**src/rtl/uart_pkg.sv**
```systemverilog
// Shared UART timing types and reset-default divisor arithmetic,
// used by the baud generator and by the TX/RX benches.
package uart_pkg;

   parameter int DIV_INT_W = 16;
   parameter int FRAC_W    = 8;
   parameter int OSR_W     = 5;

   typedef struct packed {
      logic [DIV_INT_W-1:0] div_int;
      logic [FRAC_W-1:0]    div_frac;
      logic [OSR_W-1:0]     osr;
   } baud_cfg_t;

   function automatic longint unsigned calc_div_int(input int unsigned clock_freq,
                                                    input int unsigned baud_rate,
                                                    input int unsigned oversample);
      return longint'(clock_freq) / (longint'(baud_rate) * longint'(oversample));
   endfunction

   // 64-bit math: clock_freq << frac_w overflows 32 bits for common clocks
   function automatic longint unsigned calc_div_frac(input int unsigned clock_freq,
                                                     input int unsigned baud_rate,
                                                     input int unsigned oversample,
                                                     input int          frac_w);
      longint unsigned scaled;
      scaled = (longint'(clock_freq) << frac_w) / (longint'(baud_rate) * longint'(oversample));
      return scaled - (calc_div_int(clock_freq, baud_rate, oversample) << frac_w);
   endfunction

endpackage

```
**src/rtl/uart_frac_div.sv**
```systemverilog
// Fractional clock divider: integer down-counter plus fractional accumulator
// whose carry stretches an interval by one clock.
module uart_frac_div #(
   parameter int DIV_INT_W = 16,
   parameter int FRAC_W    = 8
) (
   input  logic                 clk,
   input  logic                 rst_n,
   input  logic                 en,
   input  logic                 hold,
   input  logic                 restart,
   input  logic [DIV_INT_W-1:0] div_int,
   input  logic [FRAC_W-1:0]    div_frac,
   output logic                 os_strobe
);

   logic [DIV_INT_W-1:0] int_cnt_q, int_cnt_d;
   logic [FRAC_W-1:0]    frac_acc_q, frac_acc_d;
   logic                 strobe_q, strobe_d;
   logic [FRAC_W:0]      frac_sum;

   always_comb begin
      int_cnt_d  = int_cnt_q;
      frac_acc_d = frac_acc_q;
      strobe_d   = strobe_q;
      frac_sum   = {1'b0, frac_acc_q} + {1'b0, div_frac};
      if (restart) begin
         int_cnt_d  = div_int - 1'b1;
         frac_acc_d = '0;
         strobe_d   = 1'b0;
      end else if (en && !hold) begin
         if (int_cnt_q != '0) begin
            int_cnt_d = int_cnt_q - 1'b1;
            strobe_d  = 1'b0;
         end else begin
            strobe_d   = 1'b1;
            frac_acc_d = frac_sum[FRAC_W-1:0];
            int_cnt_d  = div_int - 1'b1 + DIV_INT_W'(frac_sum[FRAC_W]);
         end
      end
   end

   // A strobe pending while en is low is held and released when en returns
   always_ff @(posedge clk or negedge rst_n) begin
      if (!rst_n) begin
         int_cnt_q  <= '0;
         frac_acc_q <= '0;
         strobe_q   <= 1'b0;
      end else begin
         int_cnt_q  <= int_cnt_d;
         frac_acc_q <= frac_acc_d;
         strobe_q   <= strobe_d;
      end
   end

   assign os_strobe = strobe_q;

endmodule

```
**src/rtl/uart_baud_gen.sv**
```systemverilog
// Runtime-programmable fractional baud generator: oversample, mid-bit and
// end-of-bit strobes with config capture, phase restart and config checking.
module uart_baud_gen
   import uart_pkg::*;
#(
   parameter int unsigned CLOCK_FREQ = 50_000_000,
   parameter int unsigned BAUD_RATE  = 9600,
   parameter int unsigned OVERSAMPLE = 16,
   parameter int          DIV_INT_W  = uart_pkg::DIV_INT_W,
   parameter int          FRAC_W     = uart_pkg::FRAC_W,
   parameter int          OSR_W      = uart_pkg::OSR_W
) (
   input  logic                 clk,
   input  logic                 rst_n,
   input  logic                 en,
   input  logic                 cfg_load,
   input  logic [DIV_INT_W-1:0] cfg_div_int,
   input  logic [FRAC_W-1:0]    cfg_div_frac,
   input  logic [OSR_W-1:0]     cfg_osr,
   input  logic                 phase_sync,
   output logic                 os_tick,
   output logic                 mid_tick,
   output logic                 bit_tick,
   output logic                 cfg_err
);

   localparam longint unsigned DEF_INT_L  = calc_div_int(CLOCK_FREQ, BAUD_RATE, OVERSAMPLE);
   localparam longint unsigned DEF_FRAC_L = calc_div_frac(CLOCK_FREQ, BAUD_RATE, OVERSAMPLE, FRAC_W);
   localparam logic [DIV_INT_W-1:0] DEF_DIV_INT  = DEF_INT_L[DIV_INT_W-1:0];
   localparam logic [FRAC_W-1:0]    DEF_DIV_FRAC = DEF_FRAC_L[FRAC_W-1:0];
   localparam logic [OSR_W-1:0]     DEF_OSR      = OVERSAMPLE[OSR_W-1:0];

   if (DEF_INT_L == 64'd0 || DEF_INT_L >= (64'd1 << DIV_INT_W) ||
       OVERSAMPLE < 32'd2 || OVERSAMPLE >= (32'd1 << OSR_W)) begin : g_bad_defaults
      $error("uart_baud_gen: reset-default divisor or oversample ratio is illegal");
   end

   logic [DIV_INT_W-1:0] div_int_q, div_int_d;
   logic [FRAC_W-1:0]    div_frac_q, div_frac_d;
   logic [OSR_W-1:0]     osr_q, osr_d;
   logic [OSR_W-1:0]     os_cnt_q, os_cnt_d;
   logic                 cfg_err_q, cfg_err_d;
   logic                 restart_pend_q;
   logic                 restart;
   logic                 os_raw;

   always_comb begin
      restart    = cfg_load | phase_sync | restart_pend_q;
      div_int_d  = div_int_q;
      div_frac_d = div_frac_q;
      osr_d      = osr_q;
      cfg_err_d  = cfg_err_q;
      if (cfg_load) begin
         div_int_d  = cfg_div_int;
         div_frac_d = cfg_div_frac;
         osr_d      = cfg_osr;
         cfg_err_d  = (cfg_div_int == '0) || (cfg_osr < OSR_W'(2));
      end
   end

   // Fed the next-state config so a load restarts with the new divisor
   uart_frac_div #(
      .DIV_INT_W (DIV_INT_W),
      .FRAC_W    (FRAC_W)
   ) u_frac_div (
      .clk       (clk),
      .rst_n     (rst_n),
      .en        (en),
      .hold      (cfg_err_q),
      .restart   (restart),
      .div_int   (div_int_d),
      .div_frac  (div_frac_d),
      .os_strobe (os_raw)
   );

   always_comb begin
      os_tick  = os_raw & en & ~cfg_err_q;
      mid_tick = os_tick && (os_cnt_q == (osr_q >> 1) - 1'b1);
      bit_tick = os_tick && (os_cnt_q == osr_q - 1'b1);
      os_cnt_d = os_cnt_q;
      if (restart) begin
         os_cnt_d = '0;
      end else if (os_tick) begin
         os_cnt_d = (os_cnt_q == osr_q - 1'b1) ? '0 : os_cnt_q + 1'b1;
      end
   end

   // restart_pend_q turns the first edge after reset release into a restart
   always_ff @(posedge clk or negedge rst_n) begin
      if (!rst_n) begin
         div_int_q      <= DEF_DIV_INT;
         div_frac_q     <= DEF_DIV_FRAC;
         osr_q          <= DEF_OSR;
         os_cnt_q       <= '0;
         cfg_err_q      <= 1'b0;
         restart_pend_q <= 1'b1;
      end else begin
         div_int_q      <= div_int_d;
         div_frac_q     <= div_frac_d;
         osr_q          <= osr_d;
         os_cnt_q       <= os_cnt_d;
         cfg_err_q      <= cfg_err_d;
         restart_pend_q <= 1'b0;
      end
   end

   assign cfg_err = cfg_err_q;

endmodule
```
**config.mk**
```make
export PLATFORM = sky130hd
export DESIGN_NAME = uart_baud_gen
export DESIGN_NICKNAME = d
export VERILOG_FILES = /design/src/rtl/uart_pkg.sv /design/src/rtl/uart_frac_div.sv /design/src/rtl/uart_baud_gen.sv
export SDC_FILE = /design/constraint.sdc
export NUM_CORES = 1
export LEC_CHECK = 0
export BUFFER_PORTS_ARGS = -buffer_cell sky130_fd_sc_hd__buf_4
export CAP_MARGIN = 20
export CORE_UTILIZATION = 25
export CTS_CLUSTER_SIZE = 25
export DETAILED_ROUTE_END_ITERATION = 8
export GPL_TIMING_DRIVEN = 0
export HOLD_SLACK_MARGIN = 0.1
export PLACE_DENSITY = 0.37
export SLEW_MARGIN = 20
export SYNTH_ARGS = -nofsm -noshare
export SYNTH_HDL_FRONTEND = slang
export SYNTH_HIERARCHICAL = 1
export SYNTH_SLANG_ARGS = --single-unit
```
**constraint.sdc**
```tcl
create_clock -name clk -period 6.2 [get_ports clk]
set_input_delay 0.31 -clock clk [delete_from_list [all_inputs] [get_ports clk]]
set_output_delay 0.31 -clock clk [all_outputs]
set_load 0.005 [all_outputs]
```
==> impl_metrics.tcl <==
set metrics [dict create \
    cp.arrival_ns 5.52 \
    cts_max_level 3 \
    maxCapViolCount 0 \
    clock_latency_ns 0.34 \
    status "completed" \
    crit_fanout 10 \
    cts_hold_buf 0 \
    startpoint_type "input port" \
    pwr-share-comb_pct 18.9 \
    cp-endpoint "u_frac_div/int_cnt_q[12]" \
    max_slew_margin_pct 27.2 \
    r2r-end "u_frac_div/int_cnt_q[12]" \
    final_util_pct 31.1 \
    cts_buffers 9 \
    synthFlopType "dfrtp_1" \
    setup_tns_ns 0 \
    final_nets 597 \
    antenna_found_initial 0 \
    required_ns 6.41 \
    hold_class "input port to asynchronous set/reset pin" \
    pwr-share-clk_pct 44.5 \
    drt_iter0_drc 223 \
    synthesis.nets 550 \
    ys.warnings.count 6 \
    synth.distinct_cells 67 \
    reg2regPathDepth 19 \
    postCtsSetupRepairBufs 0 \
    peakVddDrop_mv 0.113 \
    drive_above_1_share_pct 18.5 \
    die_w_um 134 \
    fin_skew_ns 0.00831 \
    cp-startpoint "cfg_load" \
    grt_first_pass_wirelength_um 20600 \
    cts.repair.resized 0 \
    drtPass1Iterations 5 \
    io_pins 38 \
    grt_use_total_pct 14.8 \
    routed_wl_um 12500 \
    fmax_mhz 188 \
    cts_tree "done" \
    period_share_pct 85.7 \
    rows 47 \
    p_leak_nw 2.07 \
    place_congestion 0.799 \
    via_count 3893 \
    wl_per_cell_um 16.2 \
    p_switching_mw 0.352 \
    grt_max_degree 62 \
    async_flop_share_pct 100 \
    synth_area_um2 4360 \
    critPathCaptureType "flip-flop" \
    avgSynthCellArea_um2 8.76 \
    core_um2 16800 \
    critPathKind "input port to flip-flop" \
    initial_utilization_pct 25.9 \
    cts_sinks 61 \
    power_density_nw_per_um2 242 \
    fillers 1855 \
    finalSetupViolations 0 \
    seq_power_share_pct 36.6 \
    r2r-start "div_frac_q[0]" \
    finalHoldViolations 0 \
    p_sw_share_pct 27.9 \
    dieArea_um2 18000 \
    period_needed_ns 5.31 \
    port_buffers 36 \
    clk_path_buf_depth 2 \
    diodes 0 \
    yosys_register_bits 61 \
    ff2ff_setup_slack_ns 0.95 \
    drc 0 \
    areaGrowthSynthToFinish_pct 20.0 \
    ys_seq_area_share_pct 35.2 \
    cts.clk_slew.worst_paths_ns 0.05 \
    ant_nets 0 \
    synth_edf_count 0 \
    viasPerCell 5.06 \
    tightest_slew_ns 1.09 \
    cts_root_buffer "clkbuf_16" \
    die_y_um 134 \
    grt_pass1_vias 3827 \
    rsz0062_at_grt "no" \
    intPower_mw 0.913 \
    synth_cells 498 \
    p_total_mw 1.27 \
    slew_violations 0 \
    hpwl_um 9380 \
    globalRoute.totalOverflow 0 \
]
## metal layers
layer	GRT usage, %	vias to the layer above	part of all wire (%)
met5	0	-	0
met4	5.56	0	1.7
met3	2.91	15	3.5
met2	23.0	66	45
met1	20.1	1883	50
li1	-	1929	-
## synthesized netlist by cell type, types with 10 or more instances
| master | n | area share (%) |
|---|---|---|
| xnor2_1 | 13 | 2.6 |
| nor2_1 | 37 | 3.2 |
| nand2_1 | 38 | 3.3 |
| nor3_1 | 20 | 2.3 |
| a31oi_1 | 10 | 1.4 |
| inv_1 | 24 | 2.1 |
| mux2_2 | 27 | 7.0 |
| nor4_1 | 10 | 1.4 |
| xor2_1 | 13 | 2.6 |
| o21ai_0 | 37 | 4.2 |
| nand3_1 | 13 | 1.5 |
| ha_1 | 17 | 4.9 |
| dfrtp_1 | 52 | 30 |
| clkbuf_1 | 17 | 1.5 |
| a21oi_1 | 29 | 3.3 |
## state kept, by name, indices dropped and copies added (netlist names)
signal,flops
u_frac_div/frac_acc_q,8
u_frac_div/os_strobe,1
div_frac_q,8
restart_pend_q,1
cfg_err,1
os_cnt_q,5
div_int_q,16
osr_q,5
u_frac_div/int_cnt_q,16
## logic make-up (layout without fill, tap and decap cells)
group                      after synthesis  in the layout  share of synthesized area, %
AOI/OAI and AO/OA                      140            140                          20.9
other                                    1              1                        0.0859
DFF                                     61             61                          35.2
and+or+nand+nor                        173            173                          20.8
buffers and inverters                   49            101                          4.76
muxes                                   30             30                          7.65
xor gates and xnor gates                26             26                          5.22
adders and majority gates               18             18                          5.33
## worst max-delay path, stage by stage
cell and delay, ns:
buf_2 0.21, buf_2 0.31, mux2_2 0.23, ha_1 0.16, inv_1 0.05, fa_1 0.38
nor2b_1 0.15, o21ai_0 0.12, a21boi_0 0.28, o21ai_0 0.15, a21boi_0 0.26, o21ai_0 0.11
nand2b_1 0.16, ha_1 0.16, nor2b_1 0.12, clkbuf_1 0.33, nand4b_1 0.17, a222oi_1 0.97
nand3_1 0.36, o31a_1 0.38, a2bb2oi_1 0.13
## area by class of cell
| cell class | instances | area, um^2 | area share, % |
|---|---|---|---|
| multi-input combinational | 388 | 2620 | 50.0 |
| sequential | 61 | 1540 | 29.4 |
| tap | 220 | 275 | 5.26 |
| timing repair buffer | 36 | 270 | 5.16 |
| clock buffer | 13 | 260 | 4.97 |
| buffer | 25 | 118 | 2.25 |
| inverter | 24 | 90.1 | 1.72 |
| clock inverter | 3 | 67.6 | 1.29 |
## power groups by stage
| stage | Sequential (mW) | Clock, mW | Combinational [mW] |
|---|---|---|---|
| global placement | 0.468 | 0 | 0.239 |
| global route | 0.469 | 0.593 | 0.270 |
| CTS | 0.463 | 0.577 | 0.241 |
| finish | 0.463 | 0.563 | 0.239 |
| detailed placement | 0.469 | 0 | 0.240 |
| floorplan | 0.462 | 0 | 0.167 |
## cell usage in the layout, fill, tap and decap left out, drive strengths merged, types with 10 or more instances in the layout
master	n
inv	24
nor3	20
o21ai	37
nor4	10
ha	17
xnor2	13
dfrtp	52
nor2	38
a31oi	10
mux2	27
xor2	13
clkbuf	30
nand2	38
nand3	13
buf	44
a21oi	29
## stage by stage
stage | hold slack (ns) | area [um^2] | setup WS (ns) | cells
final | 0.0688 | 5240 | 0.888 | 770
after global routing | 0.146 | 5240 | 0.373 | 770
after CTS | 0.109 | 5240 | 0.845 | 770
after detailed placement | 0.470 | 4910 | 0.501 | 754
after global placement | 0.483 | 4910 | 0.559 | 754
after floorplan | 0.0144 | 4360 | 1.74 | 498
## how the worst min path moves through the flow
stage	endpoint	slack (ns)	depth (start not counted)
final	osr_q[0]	0.07	1
after global routing	osr_q[0]	0.15	1
after CTS	os_cnt_q[2]	0.11	1
after detailed placement	os_cnt_q[2]	0.47	1
after global placement	os_cnt_q[2]	0.48	1
after floorplan	cfg_err	0.01	0
(Power assumes the default switching activity.)
